===== src/rtl/music_player_pkg.sv =====
// Shared types and elaboration-time helpers for the background-tune player.
package music_player_pkg;

    typedef enum logic [1:0] {
        StIdle,
        StPlay,
        StGap
    } state_t;

    typedef enum logic [3:0] {
        NoteRest,
        NoteC4, NoteD4, NoteE4, NoteF4, NoteG4, NoteA4, NoteB4,
        NoteC5, NoteD5, NoteE5, NoteF5, NoteG5, NoteA5, NoteB5,
        NoteC6
    } note_t;

    localparam int unsigned NUM_NOTES = 16;

    // Pitch in millihertz; 0 for REST.
    function automatic longint unsigned note_mhz(note_t n);
        longint unsigned f;
        case (n)
            NoteC4:  f = 64'd261626;
            NoteD4:  f = 64'd293660;
            NoteE4:  f = 64'd329630;
            NoteF4:  f = 64'd349230;
            NoteG4:  f = 64'd392000;
            NoteA4:  f = 64'd440000;
            NoteB4:  f = 64'd493880;
            NoteC5:  f = 64'd523250;
            NoteD5:  f = 64'd587330;
            NoteE5:  f = 64'd659260;
            NoteF5:  f = 64'd698460;
            NoteG5:  f = 64'd783990;
            NoteA5:  f = 64'd880000;
            NoteB5:  f = 64'd987770;
            NoteC6:  f = 64'd1046500;
            default: f = 64'd0;
        endcase
        return f;
    endfunction

    // round(clk_hz / (2 * f)); only ever called with constant arguments.
    function automatic int unsigned half_period(note_t n, int unsigned clk_hz);
        longint unsigned f;
        longint unsigned num;
        f = note_mhz(n);
        if (f == 64'd0) begin
            return 0;
        end
        num = 64'(clk_hz) * 64'd1000 + f;
        return 32'(num / (64'd2 * f));
    endfunction

    // Active-low key code to note; the lowest-index zero bit in [6:0] wins.
    function automatic note_t decode_key(logic [7:0] key);
        note_t n;
        n = key[7] ? NoteRest : NoteC5;
        for (int k = 6; k >= 0; k--) begin
            if (!key[k]) begin
                n = key[7] ? note_t'(4'(k + 1)) : note_t'(4'(k + 9));
            end
        end
        return n;
    endfunction

endpackage


===== src/rtl/music_player_if.sv =====
// Control/ROM/buzzer bundle between game control and the tune player.
interface music_player_if;
    logic       start;
    logic       stop;
    logic [7:0] key;
    logic [5:0] cnt_music;
    logic       buzzer;
    logic       busy;
    logic       done;

    modport master (
        output start, stop, key,
        input  cnt_music, buzzer, busy, done
    );

    modport slave (
        input  start, stop, key,
        output cnt_music, buzzer, busy, done
    );
endinterface


===== src/rtl/music_player_tone_gen.sv =====
// Square-wave divider: sq toggles every `half` clocks while en is high.
module music_player_tone_gen #(
    parameter int unsigned HALF_W = 8
) (
    input  logic              clk,
    input  logic              rst,
    input  logic              en,
    input  logic [HALF_W-1:0] half,
    output logic              sq
);

    logic [HALF_W-1:0] div_q;

    // Divider counts 0..half-1 and flips sq on wrap; disabling clears both.
    always_ff @(posedge clk) begin
        if (rst || !en) begin
            div_q <= '0;
            sq    <= 1'b0;
        end else if (div_q == half - HALF_W'(1)) begin
            div_q <= '0;
            sq    <= ~sq;
        end else begin
            div_q <= div_q + HALF_W'(1);
        end
    end

endmodule


===== src/rtl/music_player.sv =====
// Background-tune sequencer: walks the 64-entry key ROM, one beat per index.
module music_player
    import music_player_pkg::*;
#(
    parameter int unsigned CLK_HZ   = 100_000_000,
    parameter int unsigned BEAT_CYC = 25_000_000,
    parameter int unsigned GAP_CYC  = 2_000_000,
    parameter bit          LOOP     = 1'b1
) (
    input logic           clk,
    input logic           rst,
    music_player_if.slave bus
);

    localparam int unsigned BEAT_W   = $clog2(BEAT_CYC);
    localparam int unsigned HALF_MAX = half_period(NoteC4, CLK_HZ);
    localparam int unsigned HALF_W   = $clog2(HALF_MAX + 1);

    // Beat counter runs across PLAY and GAP so a beat is exactly BEAT_CYC clocks.
    localparam logic [BEAT_W-1:0] PLAY_LAST = BEAT_W'(BEAT_CYC - GAP_CYC - 1);
    localparam logic [BEAT_W-1:0] BEAT_LAST = BEAT_W'(BEAT_CYC - 1);

    state_t            state_q;
    logic [BEAT_W-1:0] beat_q;
    logic [5:0]        cnt_q;
    note_t             note_q;
    logic              done_q;

    logic [HALF_W-1:0] half_lut [NUM_NOTES];
    logic [HALF_W-1:0] half_sel;
    logic              tone_en;
    logic              sq;

    // Per-note half-periods are elaboration constants.
    for (genvar i = 0; i < NUM_NOTES; i++) begin : g_half
        assign half_lut[i] = HALF_W'(half_period(note_t'(4'(i)), CLK_HZ));
    end

    assign half_sel = half_lut[note_q];

    // Tone runs after the PLAY entry cycle (note_q is loaded then) and never for REST.
    assign tone_en = (state_q == StPlay) && (beat_q != '0) && (note_q != NoteRest);

    // Sequencer: stop beats everything, start only from IDLE.
    always_ff @(posedge clk) begin
        if (rst) begin
            state_q <= StIdle;
            beat_q  <= '0;
            cnt_q   <= '0;
            note_q  <= NoteRest;
            done_q  <= 1'b0;
        end else begin
            done_q <= 1'b0;
            if (bus.stop) begin
                state_q <= StIdle;
                beat_q  <= '0;
                cnt_q   <= '0;
            end else begin
                unique case (state_q)
                    StIdle: begin
                        if (bus.start) begin
                            state_q <= StPlay;
                            beat_q  <= '0;
                            cnt_q   <= '0;
                        end
                    end
                    StPlay: begin
                        if (beat_q == '0) begin
                            note_q <= decode_key(bus.key);
                        end
                        beat_q <= beat_q + BEAT_W'(1);
                        if (beat_q == PLAY_LAST) begin
                            state_q <= StGap;
                        end
                    end
                    StGap: begin
                        if (beat_q == BEAT_LAST) begin
                            beat_q <= '0;
                            if (cnt_q == 6'd63 && !LOOP) begin
                                state_q <= StIdle;
                                cnt_q   <= '0;
                                done_q  <= 1'b1;
                            end else begin
                                // 63 + 1 wraps to 0 for a looping tune.
                                state_q <= StPlay;
                                cnt_q   <= cnt_q + 6'd1;
                            end
                        end else begin
                            beat_q <= beat_q + BEAT_W'(1);
                        end
                    end
                    default: state_q <= StIdle;
                endcase
            end
        end
    end

    music_player_tone_gen #(
        .HALF_W (HALF_W)
    ) u_tone (
        .clk  (clk),
        .rst  (rst),
        .en   (tone_en),
        .half (half_sel),
        .sq   (sq)
    );

    // Gate with tone_en so the first GAP cycle is silent before the divider clears.
    assign bus.buzzer    = sq & tone_en;
    assign bus.cnt_music = cnt_q;
    assign bus.busy      = (state_q != StIdle);
    assign bus.done      = done_q;

endmodule


===== src/flat_wrapper.sv =====
// flat-port wrapper written by rule: the top's interface ports become plain ports
module music_player_flat import music_player_pkg::*;
#(
    parameter int unsigned CLK_HZ   = 100_000_000,
    parameter int unsigned BEAT_CYC = 25_000_000,
    parameter int unsigned GAP_CYC  = 2_000_000,
    parameter bit          LOOP     = 1'b1
)
  (clk, rst, bus_start, bus_stop, bus_key, bus_cnt_music, bus_buzzer, bus_busy, bus_done);
  music_player_if bus_i ();
  input logic clk;
  input logic rst;
  input wire logic [$bits(bus_i.start)-1:0] bus_start;
  input wire logic [$bits(bus_i.stop)-1:0] bus_stop;
  input wire logic [$bits(bus_i.key)-1:0] bus_key;
  output wire logic [$bits(bus_i.cnt_music)-1:0] bus_cnt_music;
  output wire logic [$bits(bus_i.buzzer)-1:0] bus_buzzer;
  output wire logic [$bits(bus_i.busy)-1:0] bus_busy;
  output wire logic [$bits(bus_i.done)-1:0] bus_done;
  assign bus_i.start = bus_start;
  assign bus_i.stop = bus_stop;
  assign bus_i.key = bus_key;
  assign bus_cnt_music = bus_i.cnt_music;
  assign bus_buzzer = bus_i.buzzer;
  assign bus_busy = bus_i.busy;
  assign bus_done = bus_i.done;
  music_player #(.CLK_HZ(CLK_HZ), .BEAT_CYC(BEAT_CYC), .GAP_CYC(GAP_CYC), .LOOP(LOOP)) u_core (.clk(clk), .rst(rst), .bus(bus_i));
endmodule

===== config.mk =====
export PLATFORM = sky130hd
export DESIGN_NAME = music_player_flat
export DESIGN_NICKNAME = d
export VERILOG_FILES = /design/src/rtl/music_player_pkg.sv /design/src/rtl/music_player_if.sv /design/src/rtl/music_player_tone_gen.sv /design/src/rtl/music_player.sv /design/src/flat_wrapper.sv
export SDC_FILE = /design/constraint.sdc
export NUM_CORES = 1
export LEC_CHECK = 0
export ABC_CLOCK_PERIOD_IN_PS = 7790
export BUFFER_PORTS_ARGS = -buffer_cell sky130_fd_sc_hd__buf_2
export CAP_MARGIN = 20
export CORE_ASPECT_RATIO = 0.9
export CORE_MARGIN = 2
export CORE_UTILIZATION = 23
export CTS_BUF_LIST = sky130_fd_sc_hd__clkbuf_4 sky130_fd_sc_hd__clkbuf_8 sky130_fd_sc_hd__clkbuf_16
export CTS_CLUSTER_SIZE = 20
export DETAILED_ROUTE_END_ITERATION = 10
export PLACE_DENSITY_LB_ADDON = 0.12
export SYNTH_ARGS = -nofsm -noshare
export SYNTH_HDL_FRONTEND = slang
export SYNTH_HIERARCHICAL = 1
export SYNTH_SLANG_ARGS = --single-unit

===== constraint.sdc =====
create_clock -name clk -period 7.79 [get_ports clk]
set_clock_uncertainty 0.15 [all_clocks]
set_input_delay 0.779 -clock clk [delete_from_list [all_inputs] [get_ports clk]]
set_output_delay 0.779 -clock clk [all_outputs]
set_load 0.005 [all_outputs]

==> flow_summary_export.csv <==
group,metric,value,unit
run_status,status,"finished, final reports clean",
global_route,grt_pass1_wl,18200,µm
floorplanning,fp-row-count,46,
clocking,hold_buffers,0,
clocking,cts_max_level,2,
sta,holdWs,363,ps
clocking,post_cts_resize_count,0,
route,wl_per_cell,14.1,µm
logic_synthesis,synth_compound_gate_area_share,15.0,%
route,firstDrtPassIters,4,
critical_path,crit_top_cell,"inv_1",
critical_path,r2r-start,"u_core/note_q[3]",
critical_path,worst_ep_arrival_time,4330,ps
critical_path,worstSetupPathType,"reg -> reg",
power_and_ir_drop,switching_share,25.8,%
sta,drv_slew,0,
cells_and_area,utilization,26.1,%
global_route,grt_max_degree,33,
critical_path,r2r_setup_slack,3500,ps
critical_path,cpPeakStageDelay,790,ps
logic_synthesis,muxShareOfSynthArea,1.51,%
placed_design,place_inst,753,
critical_path,cp_cell_sequence,"inv_1, nand3_1, o21ai_0, inv_1, ha_1, nor4b_1, nand4_1, a31oi_1, o2111ai_1, a2111oi_2, or3b_1, buf_16, nor2_1",
power_and_ir_drop,finalPower,694,µW
route,drtIter0Drc,148,
logic_synthesis,yosysSeqAreaShare,27.6,%
logic_synthesis,yosys-top-cells-count,"56 x dfxtp_1, 56 x nor2_1, 54 x nand2_1",
cells_and_area,area_growth,12.4,%
cells_and_area,num-fill-cells,1904,
global_route,grtUsageTotal,12.1,%
logic_synthesis,synth_edf_count,0,
cells_and_area,finalNetCount,551,
sta,max_freq,233,MHz
route,drc,0,
critical_path,startpoint,"u_core/note_q[3]",
floorplanning,start_util,23.3,%
power_and_ir_drop,p_switching,179,µW
logic_synthesis,synth_area_leaders,"dfxtp_1 28%, xnor2_1 6.3%, xor2_1 5.8%",
global_route,antenna_found_initial,0,
placed_design,port_buffers,19,
sta,tightest_slew,1020,ps
logic_synthesis,synthesis.instances,515,
critical_path,required,7830,ps
logic_synthesis,synth_top_family_by_area,"simple AND/OR/NAND/NOR gates",
power_and_ir_drop,power.density,152,nW/µm²
hold_path,min_from,"u_core/beat_q[24]",
hold_path,holdPathEnd,"u_core/beat_q[24]",
logic_synthesis,yosys_register_bits,56,
critical_path,cp_slowest_cell,"dfxtp_1",
route,ant_nets,0,
power_and_ir_drop,cellInternalPower,515,µW
critical_path,r2r-end,"u_core/u_tone/div_q[5]",
cells_and_area,diodes,0,
power_and_ir_drop,pwr-share-clk,41.8,%
logic_synthesis,async_flop_share,0,%
sta,finalSetupViolations,0,
clocking,cts_setup_buffers,0,
cells_and_area,drive_gt1_share,11.5,%
sta,final-hold-violation-count,0,
floorplanning,fp.dieH,130,µm
floorplanning,die_area,18700,µm²
critical_path,crit_fanout,25,
power_and_ir_drop,p_seq_share,41.9,%
power_and_ir_drop,p_comb_share,16.3,%
floorplanning,core_area,17400,µm²
logic_synthesis,synth-simple-area-share,34.1,%
placed_design,hpwl,8100,µm
clocking,numCtsBuffers,5,
hold_path,holdPathStages,1,
cells_and_area,fin_cells,762,
clocking,cts_tree,"done",
cells_and_area,multiInputGateArea,2760,µm²
clocking,cts_buffer_depth,2,
logic_synthesis,netlist.area_leader.share,27.6,%
clocking,cts.sinks,56,
clocking,path_clk_slew,80,ps
route,viasPerCell,4.75,
critical_path,startpoint_type,"flip-flop",
logic_synthesis,ys_types,73,
logic_synthesis,synth_area_per_cell,7.87,µm²
sta,timing.final.crit_share,55.1,%
logic_synthesis,synth_xor_xnor_area_share,12.1,%
logic_synthesis,synth_area,4060,µm²
route,wl,10700,µm
global_route,gr-total-overflow,0,
logic_synthesis,synth_nets,544,
clocking,root_buffer,"clkbuf_16",
sta,rsz0062_at_grt,"no",
logic_synthesis,synth_ff_type,"dfxtp_1",
critical_path,cp-end-kind,"flip-flop",
logic_synthesis,yosysTopAreaCell,"dfxtp_1",
placed_design,place.gp.congestion,0.782,
route,vias,3617,
floorplanning,die_x,144,µm
cells_and_area,seqCellArea,1120,µm²
sta,slew_headroom,31.6,%
clocking,clock_latency,300,ps
job,max_cap_violations,0,
logic_synthesis,ys_warn_count,6,
sta,totalNegativeSetupSlack,0,ps
power_and_ir_drop,irDropWorstVdd,0.0935,mV
sta,period_minus_slack,4290,ps
floorplanning,num_io_pins,21,
global_route,grt_pass1_vias,3477,
power_and_ir_drop,p_leak,1.50,nW
critical_path,reg2regPathDepth,13,
logic_synthesis,yosys.area_share.adder,5.25,%
hold_path,hold_path_class,"reg -> reg",
==> power groups by stage <==
stage | sequential, mW | clock (mW) | combinational (mW)
2_1_floorplan | 0.296 | 0 | 0.0894
4_1_cts | 0.291 | 0.302 | 0.113
3_5_place_dp | 0.297 | 0 | 0.112
6_report | 0.291 | 0.291 | 0.113
3_3_place_gp | 0.297 | 0 | 0.114
5_1_grt | 0.291 | 0.314 | 0.127
==> kinds of logic (layout without fill, tap and decap cells) <==
| kind of cell | count (synthesis) | after routing |
|---|---|---|
| AND/OR/NAND/NOR | 254 | 254 |
| adder cells (fa/ha/maj) | 17 | 17 |
| AO/OA/AOI/OAI | 87 | 87 |
| other | 1 | 1 |
| XOR/XNOR | 56 | 56 |
| flip-flops | 56 | 56 |
| buffers and inverters | 38 | 45 |
| multiplexers | 6 | 6 |
==> routing by layer <==
layer	GRT usage, %	wire length [µm]	vias up	part of all wire (%)
met5	0	0	-	0
met4	3.00	137	0	1.3
met3	2.02	231	8	2.2
met2	20.3	5070	38	47
met1	16.1	5270	1726	49
li1	-	-	1845	-
==> placed cells by master, fill, tap and decap left out, types with 19 or more instances in the layout <==
master	n
xor2_1	27
xnor2_1	29
buf_2	19
nand2_1	54
nor2_1	56
nand3_1	30
nor3_1	20
dfxtp_1	56
o21ai_0	23
==> state kept, by name (all words and copies together), names as in the netlist <==
name,count
u_core/u_tone/sq,1
u_core/state_q,2
u_core/note_q,4
u_core/u_tone/div_q,18
u_core/bus.cnt_music,6
u_core/beat_q,25
==> metrics by stage <==
step	worst slack (ps)	area [µm²]
3_3_place_gp	3120	4340
4_1_cts	3070	4520
6_report	3500	4560
3_5_place_dp	3080	4340
2_1_floorplan	4190	4060
5_1_grt	2940	4560
==> critical path: cells and delay by family (launching register included) <==
family / cells / cell delay (ps)
buf+inv: 3 / 690
fa+ha+maj: 1 / 210
simple gates: 5 / 1280
compound gates: 4 / 1040
flops: 1 / 790
==> worst max-delay path by stage <==
| stage | cells past startpoint | endpoint |
|---|---|---|
| global route | 13 | u_core/u_tone/div_q[3] |
| CTS | 12 | u_core/u_tone/div_q[6] |
| global placement | 12 | u_core/u_tone/div_q[15] |
| floorplan | 16 | u_core/u_tone/div_q[13] |
| finish | 13 | u_core/u_tone/div_q[5] |
| detailed placement | 13 | u_core/u_tone/div_q[16] |
==> final cells by class <==
class,count,area share (%)
inverter,17,1.40
clock inverter,2,1.32
multi-input combinational,421,60.5
sequential,56,24.6
clock buffer,5,2.74
tap,240,6.59
timing repair buffer,21,2.85
(Power assumes the default switching activity.)
